$ cat config.mk
export PLATFORM = sky130hd
export DESIGN_NAME = clic_apb_lite
export DESIGN_NICKNAME = d
export VERILOG_FILES = /design/src/rtl/clic_apb_lite.sv
export SDC_FILE = /design/constraint.sdc
export NUM_CORES = 1
export LEC_CHECK = 0
export CAP_MARGIN = 15
export CORE_MARGIN = 2
export CORE_UTILIZATION = 40
export CTS_CLUSTER_DIAMETER = 50
export DETAILED_ROUTE_END_ITERATION = 8
export GPL_TIMING_DRIVEN = 0
export PLACE_DENSITY = 0.68
export SYNTH_ARGS = -nofsm -noshare
export SYNTH_HDL_FRONTEND = slang
export SYNTH_SLANG_ARGS = --single-unit
$ cat constraint.sdc
create_clock -name clk_i -period 150.1 [get_ports clk_i]
set_input_delay 30.02 -clock clk_i [delete_from_list [all_inputs] [get_ports clk_i]]
set_output_delay 30.02 -clock clk_i [all_outputs]
set_load 0.01 [all_outputs]
$ cat src/rtl/clic_apb_lite.sv
// Small APB-programmed core-local interrupt controller: level arbitration, threshold compare, ack bubble.
// Edge-triggered sources are available when CLIC_EDGE_TRIG_EN is defined.
package CC_ITF_PKG;
   localparam int unsigned APB_AW = 32;
   localparam int unsigned APB_DW = 32;

   typedef struct packed {
      logic              psel;
      logic              penable;
      logic              pwrite;
      logic [APB_AW-1:0] paddr;
      logic [APB_DW-1:0] pwdata;
   } apb_d32_req_t;

   typedef struct packed {
      logic [APB_DW-1:0] prdata;
      logic              pready;
      logic              pslverr;
   } apb_d32_resps_t;
endpackage

module clic_apb_lite #(
   parameter int unsigned NUM_IRQ = 32,
   parameter int unsigned ID_W    = 5,
   parameter int unsigned LVL_W   = 8
) (
   input  logic                       clk_i,
   input  logic                       rst_ni,
   input  logic [NUM_IRQ-1:0]         irq_src_i,
   input  CC_ITF_PKG::apb_d32_req_t   apb_req_i,
   output CC_ITF_PKG::apb_d32_resps_t apb_rsp_o,
   output logic                       irq_req_o,
   output logic                       irq_shv_o,
   output logic [ID_W-1:0]            irq_id_o,
   output logic [LVL_W-1:0]           irq_level_o,
   input  logic                       irq_ack_i,
   input  logic [LVL_W-1:0]           intthresh_i,
   input  logic                       mnxti_clr_i,
   input  logic [ID_W-1:0]            mnxti_id_i
);
   localparam int unsigned IDX_W = 6;

   logic [NUM_IRQ-1:0] ip_q;
   logic [NUM_IRQ-1:0] ip_d;
   logic [NUM_IRQ-1:0] ie_q;
   logic [NUM_IRQ-1:0] shv_q;
   logic [LVL_W-1:0]   lvl_q [NUM_IRQ];
   logic [NUM_IRQ-1:0] ctrl_wr;

   logic [31:0]        paddr;
   logic [31:0]        pwdata;
   logic [IDX_W-1:0]   idx;
   logic               is_info;
   logic               is_ctrl;
   logic               wr_en;
   logic [31:0]        rdata;

   logic               any_cand;
   logic [ID_W-1:0]    win_id;
   logic [LVL_W-1:0]   win_lvl;
   logic               win_shv;
   logic               req_nxt;

   assign paddr   = apb_req_i.paddr;
   assign pwdata  = apb_req_i.pwdata;
   assign idx     = paddr[7:2];
   assign is_info = (paddr[31:2] == 30'd0);
   assign is_ctrl = (paddr[31:8] == 24'h1) && (32'(idx) < NUM_IRQ);
   assign wr_en   = apb_req_i.psel & apb_req_i.penable & apb_req_i.pwrite;

`ifdef CLIC_EDGE_TRIG_EN
   logic [NUM_IRQ-1:0] trig_q;
   logic [NUM_IRQ-1:0] src_d_q;
   logic               unused_bits;
   assign unused_bits = ^{paddr[1:0], pwdata[7:1], pwdata[15:9], pwdata[23:18]};
`else
   logic               unused_bits;
   assign unused_bits = ^{paddr[1:0], pwdata[7:0], pwdata[15:9], pwdata[23:17],
                          mnxti_clr_i, mnxti_id_i};
`endif

   // Per-source write strobe; out-of-range indices never match
   always_comb begin
      ctrl_wr = '0;
      for (int i = 0; i < int'(NUM_IRQ); i++) begin
         ctrl_wr[i] = wr_en & is_ctrl & (idx == IDX_W'(i));
      end
   end

   // Combinational read data and error response
   always_comb begin
      rdata = '0;
      if (is_info) begin
         rdata = {16'd0, 8'(LVL_W), 2'd0, 6'(NUM_IRQ)};
      end else if (is_ctrl) begin
         for (int i = 0; i < int'(NUM_IRQ); i++) begin
            if (idx == IDX_W'(i)) begin
               rdata[0]           = ip_q[i];
               rdata[8]           = ie_q[i];
               rdata[16]          = shv_q[i];
`ifdef CLIC_EDGE_TRIG_EN
               rdata[17]          = trig_q[i];
`endif
               rdata[24 +: LVL_W] = lvl_q[i];
            end
         end
      end
   end

   assign apb_rsp_o.prdata  = rdata;
   assign apb_rsp_o.pready  = 1'b1;
   assign apb_rsp_o.pslverr = apb_req_i.psel & apb_req_i.penable & ~(is_info | is_ctrl);

   always_ff @(posedge clk_i or negedge rst_ni) begin
      if (!rst_ni) begin
         ie_q  <= '0;
         shv_q <= '0;
         for (int i = 0; i < int'(NUM_IRQ); i++) begin
            lvl_q[i] <= '0;
         end
      end else begin
         for (int i = 0; i < int'(NUM_IRQ); i++) begin
            if (ctrl_wr[i]) begin
               ie_q[i]  <= pwdata[8];
               shv_q[i] <= pwdata[16];
               lvl_q[i] <= pwdata[24 +: LVL_W];
            end
         end
      end
   end

`ifdef CLIC_EDGE_TRIG_EN
   always_ff @(posedge clk_i or negedge rst_ni) begin
      if (!rst_ni) begin
         trig_q  <= '0;
         src_d_q <= '0;
      end else begin
         src_d_q <= irq_src_i;
         for (int i = 0; i < int'(NUM_IRQ); i++) begin
            if (ctrl_wr[i]) begin
               trig_q[i] <= pwdata[17];
            end
         end
      end
   end
`endif

   // Pending next state; edge sources: rising edge beats SW write beats ack/mnxti clear
   always_comb begin
      ip_d = irq_src_i;
`ifdef CLIC_EDGE_TRIG_EN
      for (int i = 0; i < int'(NUM_IRQ); i++) begin
         if (trig_q[i]) begin
            ip_d[i] = ip_q[i];
            if ((irq_ack_i && (irq_id_o == ID_W'(i))) ||
                (mnxti_clr_i && (mnxti_id_i == ID_W'(i)))) begin
               ip_d[i] = 1'b0;
            end
            if (ctrl_wr[i]) begin
               ip_d[i] = pwdata[0];
            end
            if (irq_src_i[i] && !src_d_q[i]) begin
               ip_d[i] = 1'b1;
            end
         end
      end
`endif
   end

   always_ff @(posedge clk_i or negedge rst_ni) begin
      if (!rst_ni) begin
         ip_q <= '0;
      end else begin
         ip_q <= ip_d;
      end
   end

   // Max-level search; ascending scan with >= hands ties to the highest id
   always_comb begin
      any_cand = 1'b0;
      win_id   = '0;
      win_lvl  = '0;
      win_shv  = 1'b0;
      for (int i = 0; i < int'(NUM_IRQ); i++) begin
         if (ip_q[i] && ie_q[i] && (!any_cand || (lvl_q[i] >= win_lvl))) begin
            any_cand = 1'b1;
            win_id   = ID_W'(i);
            win_lvl  = lvl_q[i];
            win_shv  = shv_q[i];
         end
      end
   end

   assign req_nxt = any_cand && (win_lvl > intthresh_i);

   // Ack suppresses the request for the following cycle so the core can raise its threshold
   always_ff @(posedge clk_i or negedge rst_ni) begin
      if (!rst_ni) begin
         irq_req_o   <= 1'b0;
         irq_shv_o   <= 1'b0;
         irq_id_o    <= '0;
         irq_level_o <= '0;
      end else begin
         irq_req_o   <= req_nxt & ~irq_ack_i;
         irq_shv_o   <= win_shv;
         irq_id_o    <= win_id;
         irq_level_o <= win_lvl;
      end
   end

endmodule

==> results.md <==
- Top_reg_cell synth: dfrtp_1
- Critical path class: flop to flop
- Critical Path AT: 74.22 ns
- Hold Crit Depth: 1
- Die width: 267 µm
- Reg2Reg Depth: 322
- Hold Buf Count CTS: 0
- GR Util All Layers: 0.275
- VDD IR max: approximately 0.0081 mV
- Period utilization: 0.491
- Synth area leaders: dfrtp_1 (33%), mux2_2 (14%), ha_1 (10%)
- Final #Nets: 3456
- Hold path start: lvl_q[146]
- Ant diodes: 0
- RR Startpoint: ie_q[0]
- Core box area: 68600 µm²
- Cell Area, Synth: 27700 µm²
- Clock root buffer: clkbuf_16
- Rel. slew slack: 0.173
- Initial DRC count: 2778
- Tightest Hold Check Type: flop to flop
- First-pass GRT wire length: 149000 µm
- Yosys top cell area share: 0.332
- Total number of H-tree levels: 2
- Post-Syn Area per Cell: 9.49 µm²
- Crit path from: ie_q[0]
- YS warnings: 0
- Synth async-reset ratio: 1.00
- Pwr Density: approximately 7.7 nW/µm²
- Residual DRC: 0
- Final core occ: 0.467
- DRT Wirelength: about 99000 µm
- Synth Instances: approximately 3000
- Cell mode on critical path: a21o_1
- Largest net degree at the start of global routing: 119
- CP max stage delay: between 0.7 and 0.8 ns
- Die H: 267 µm
- Final TNS setup: 0 ns
- Final Hold Vio Count: 0
- EDFF count, synth: 0
- DIE AREA: 71300 µm²
- CP required: 150.60 ns
- Top-Level Pins: 165
- Postcts setup bufs: 0
- P_leak: 14.8 nW
- Clock sink count: around 370
- Post-route minimum period: ~74 ns
- DRT Pass-1 Iters: 6
- Worst-path clk slew: 0.06 ns
- Share of cells above drive strength 1: 0.183
- Via count: between 20000 and 30000
- Grt total ovfl: 0
- Number of buffers created by CTS: 54
- Latest clock arrival within the worst-skew pair: 0.62 ns
- Top-count cell post-synth: dfrtp_1
- Slowest cell on crit path: a211oi_1
- Vias in the first global route: 24137
- DR WL/cell: roughly 24 µm
- Resize count post-CTS: 0
- Initial antenna violation count: 2
- Row cnt: 96
- Routability cong.: 0.983
- Nature of the critical path endpoint: flop
- Critical path launch point type: flop
- Max clock buf depth: 3
- Port bufs: 113
- Max Cap Viol: 0
- Final slew viol count: 0
- Clock skew: 0.0178 ns
- Final setup viols: 0
- Top cells by count, synth: dfrtp_1 (367), mux2_2 (355), nand2_1 (242), ha_1 (231), nor2_1 (198)
- Sequential fraction of the synthesis area: 0.332
- Status: finished, final reports clean
- Dominant cell type by area after synthesis: dfrtp_1
- CTS tree: done
- Antenna viol nets, final: 0
- Yosys cell types: 105
- CP max FO: 10
- Maximum clock rate: 0.0136 GHz
- RSZ-0062 raised after global routing: no
- Worst Tran Pin Value: roughly 1.2 ns
- Area growth syn-to-layout: 15.8%
- Vias per cell: 6.12
- Starting Density: 0.404
- Detail Placement HPWL: 76400 µm
- Post-synthesis register bit count: around 370
worst paths after layout:
check                             end  slack, ns
max                         irq_req_o      76.38
min                        lvl_q[146]       0.50
max reg2reg                 irq_req_o      76.38
min reg2reg                lvl_q[146]       0.50
max in group asynchronous   lvl_q[88]     119.38
min in group asynchronous     ie_q[5]      29.24
cell families (layout without fill, tap and decap cells):
logic type	after synthesis	in the layout	share of synthesized area
AOI/OAI and AO/OA	793	793	0.207
adders and majority gates	233	233	0.105
buffers and inverters	285	504	0.0438
DFF	367	367	0.332
muxes	413	413	0.166
other	2	20	0.000271
and+or+nand+nor	822	822	0.146
critical path, delay by kind of cell (launching register included):
family                     cells  cell delay [ns]
AOI/OAI and AO/OA            155            35.12
buffers and inverters         46            12.98
and+or+nand+nor               81            12.95
adders and majority gates     33             9.49
muxes                          7             2.52
DFF                            1             0.45
registers in the layout (all words and copies together) (netlist names):
name,cells
irq_req_o,1
irq_level_o,8
ip_q,32
irq_id_o,5
shv_q,32
lvl_q,256
ie_q,32
irq_shv_o,1
final cells by class:
type / instances / area, µm²
inverter: 149 / 559
sequential: 367 / 9180
timing repair buffer: 120 / 1270
fill: 6445 / 36500
tap: 931 / 1160
multi-input combinational: 2281 / 17400
buffer: 136 / 652
clock inverter: 33 / 410
clock buffer: 66 / 1450
layout by cell type (no fill, tap or decap), types with 11 or more instances in the layout:
master and instances:
a211oi_1 31, a211oi_2 11, a21o_1 84, a21oi_1 157, a221oi_1 21, a222oi_1 19
a22oi_1 56, a31oi_1 40, and2_1 71, and3_1 17, and4_1 14, buf_2 12
buf_4 24, clkbuf_1 95, clkbuf_16 55, clkdlybuf4s50_1 112, conb_1 20, dfrtp_1 367
ha_1 231, inv_1 149, mux2_2 355, mux2i_1 56, nand2_1 242, nand2b_1 65
nand3_1 63, nand4_1 30, nor2_1 198, nor2b_1 30, nor3_1 33, o211ai_1 45
o211ai_2 12, o21a_1 32, o21ai_0 121, o21ai_1 12, o31ai_1 13, or2_2 14
power breakdown:
group,switching (mW),internal (mW),leakage [nW]
Clock,0.0533,0.0802,0.894
Combinational,0.00799,0.00367,8.88
Sequential,0.000691,0.0994,5.05
per-stage QoR:
| step | instance area (µm²) | setup slack, ns | std cells | hold WS [ns] | total power, mW |
|---|---|---|---|---|---|
| after floorplan | 27700 | 87.22 | 2933 | 0.466 | 0.105 |
| after global placement | 30000 | 78.19 | 3977 | 0.490 | 0.113 |
| after detailed placement | 30200 | 77.95 | 3983 | 0.502 | 0.113 |
| after CTS | 32000 | 77.63 | 4082 | 0.514 | 0.246 |
| after global routing | 32000 | 70.69 | 4083 | 0.547 | 0.251 |
| final | 32000 | 76.38 | 4083 | 0.505 | 0.245 |
layer usage:
metal | track usage | vias to the layer above | wire (µm)
li1 | - | 11240 | -
met1 | 0.374 | 12324 | 41900
met2 | 0.428 | 1213 | 43600
met3 | 0.0540 | 226 | 9540
met4 | 0.107 | 2 | 3900
met5 | 0 | - | 17
(Power assumes the default switching activity.)
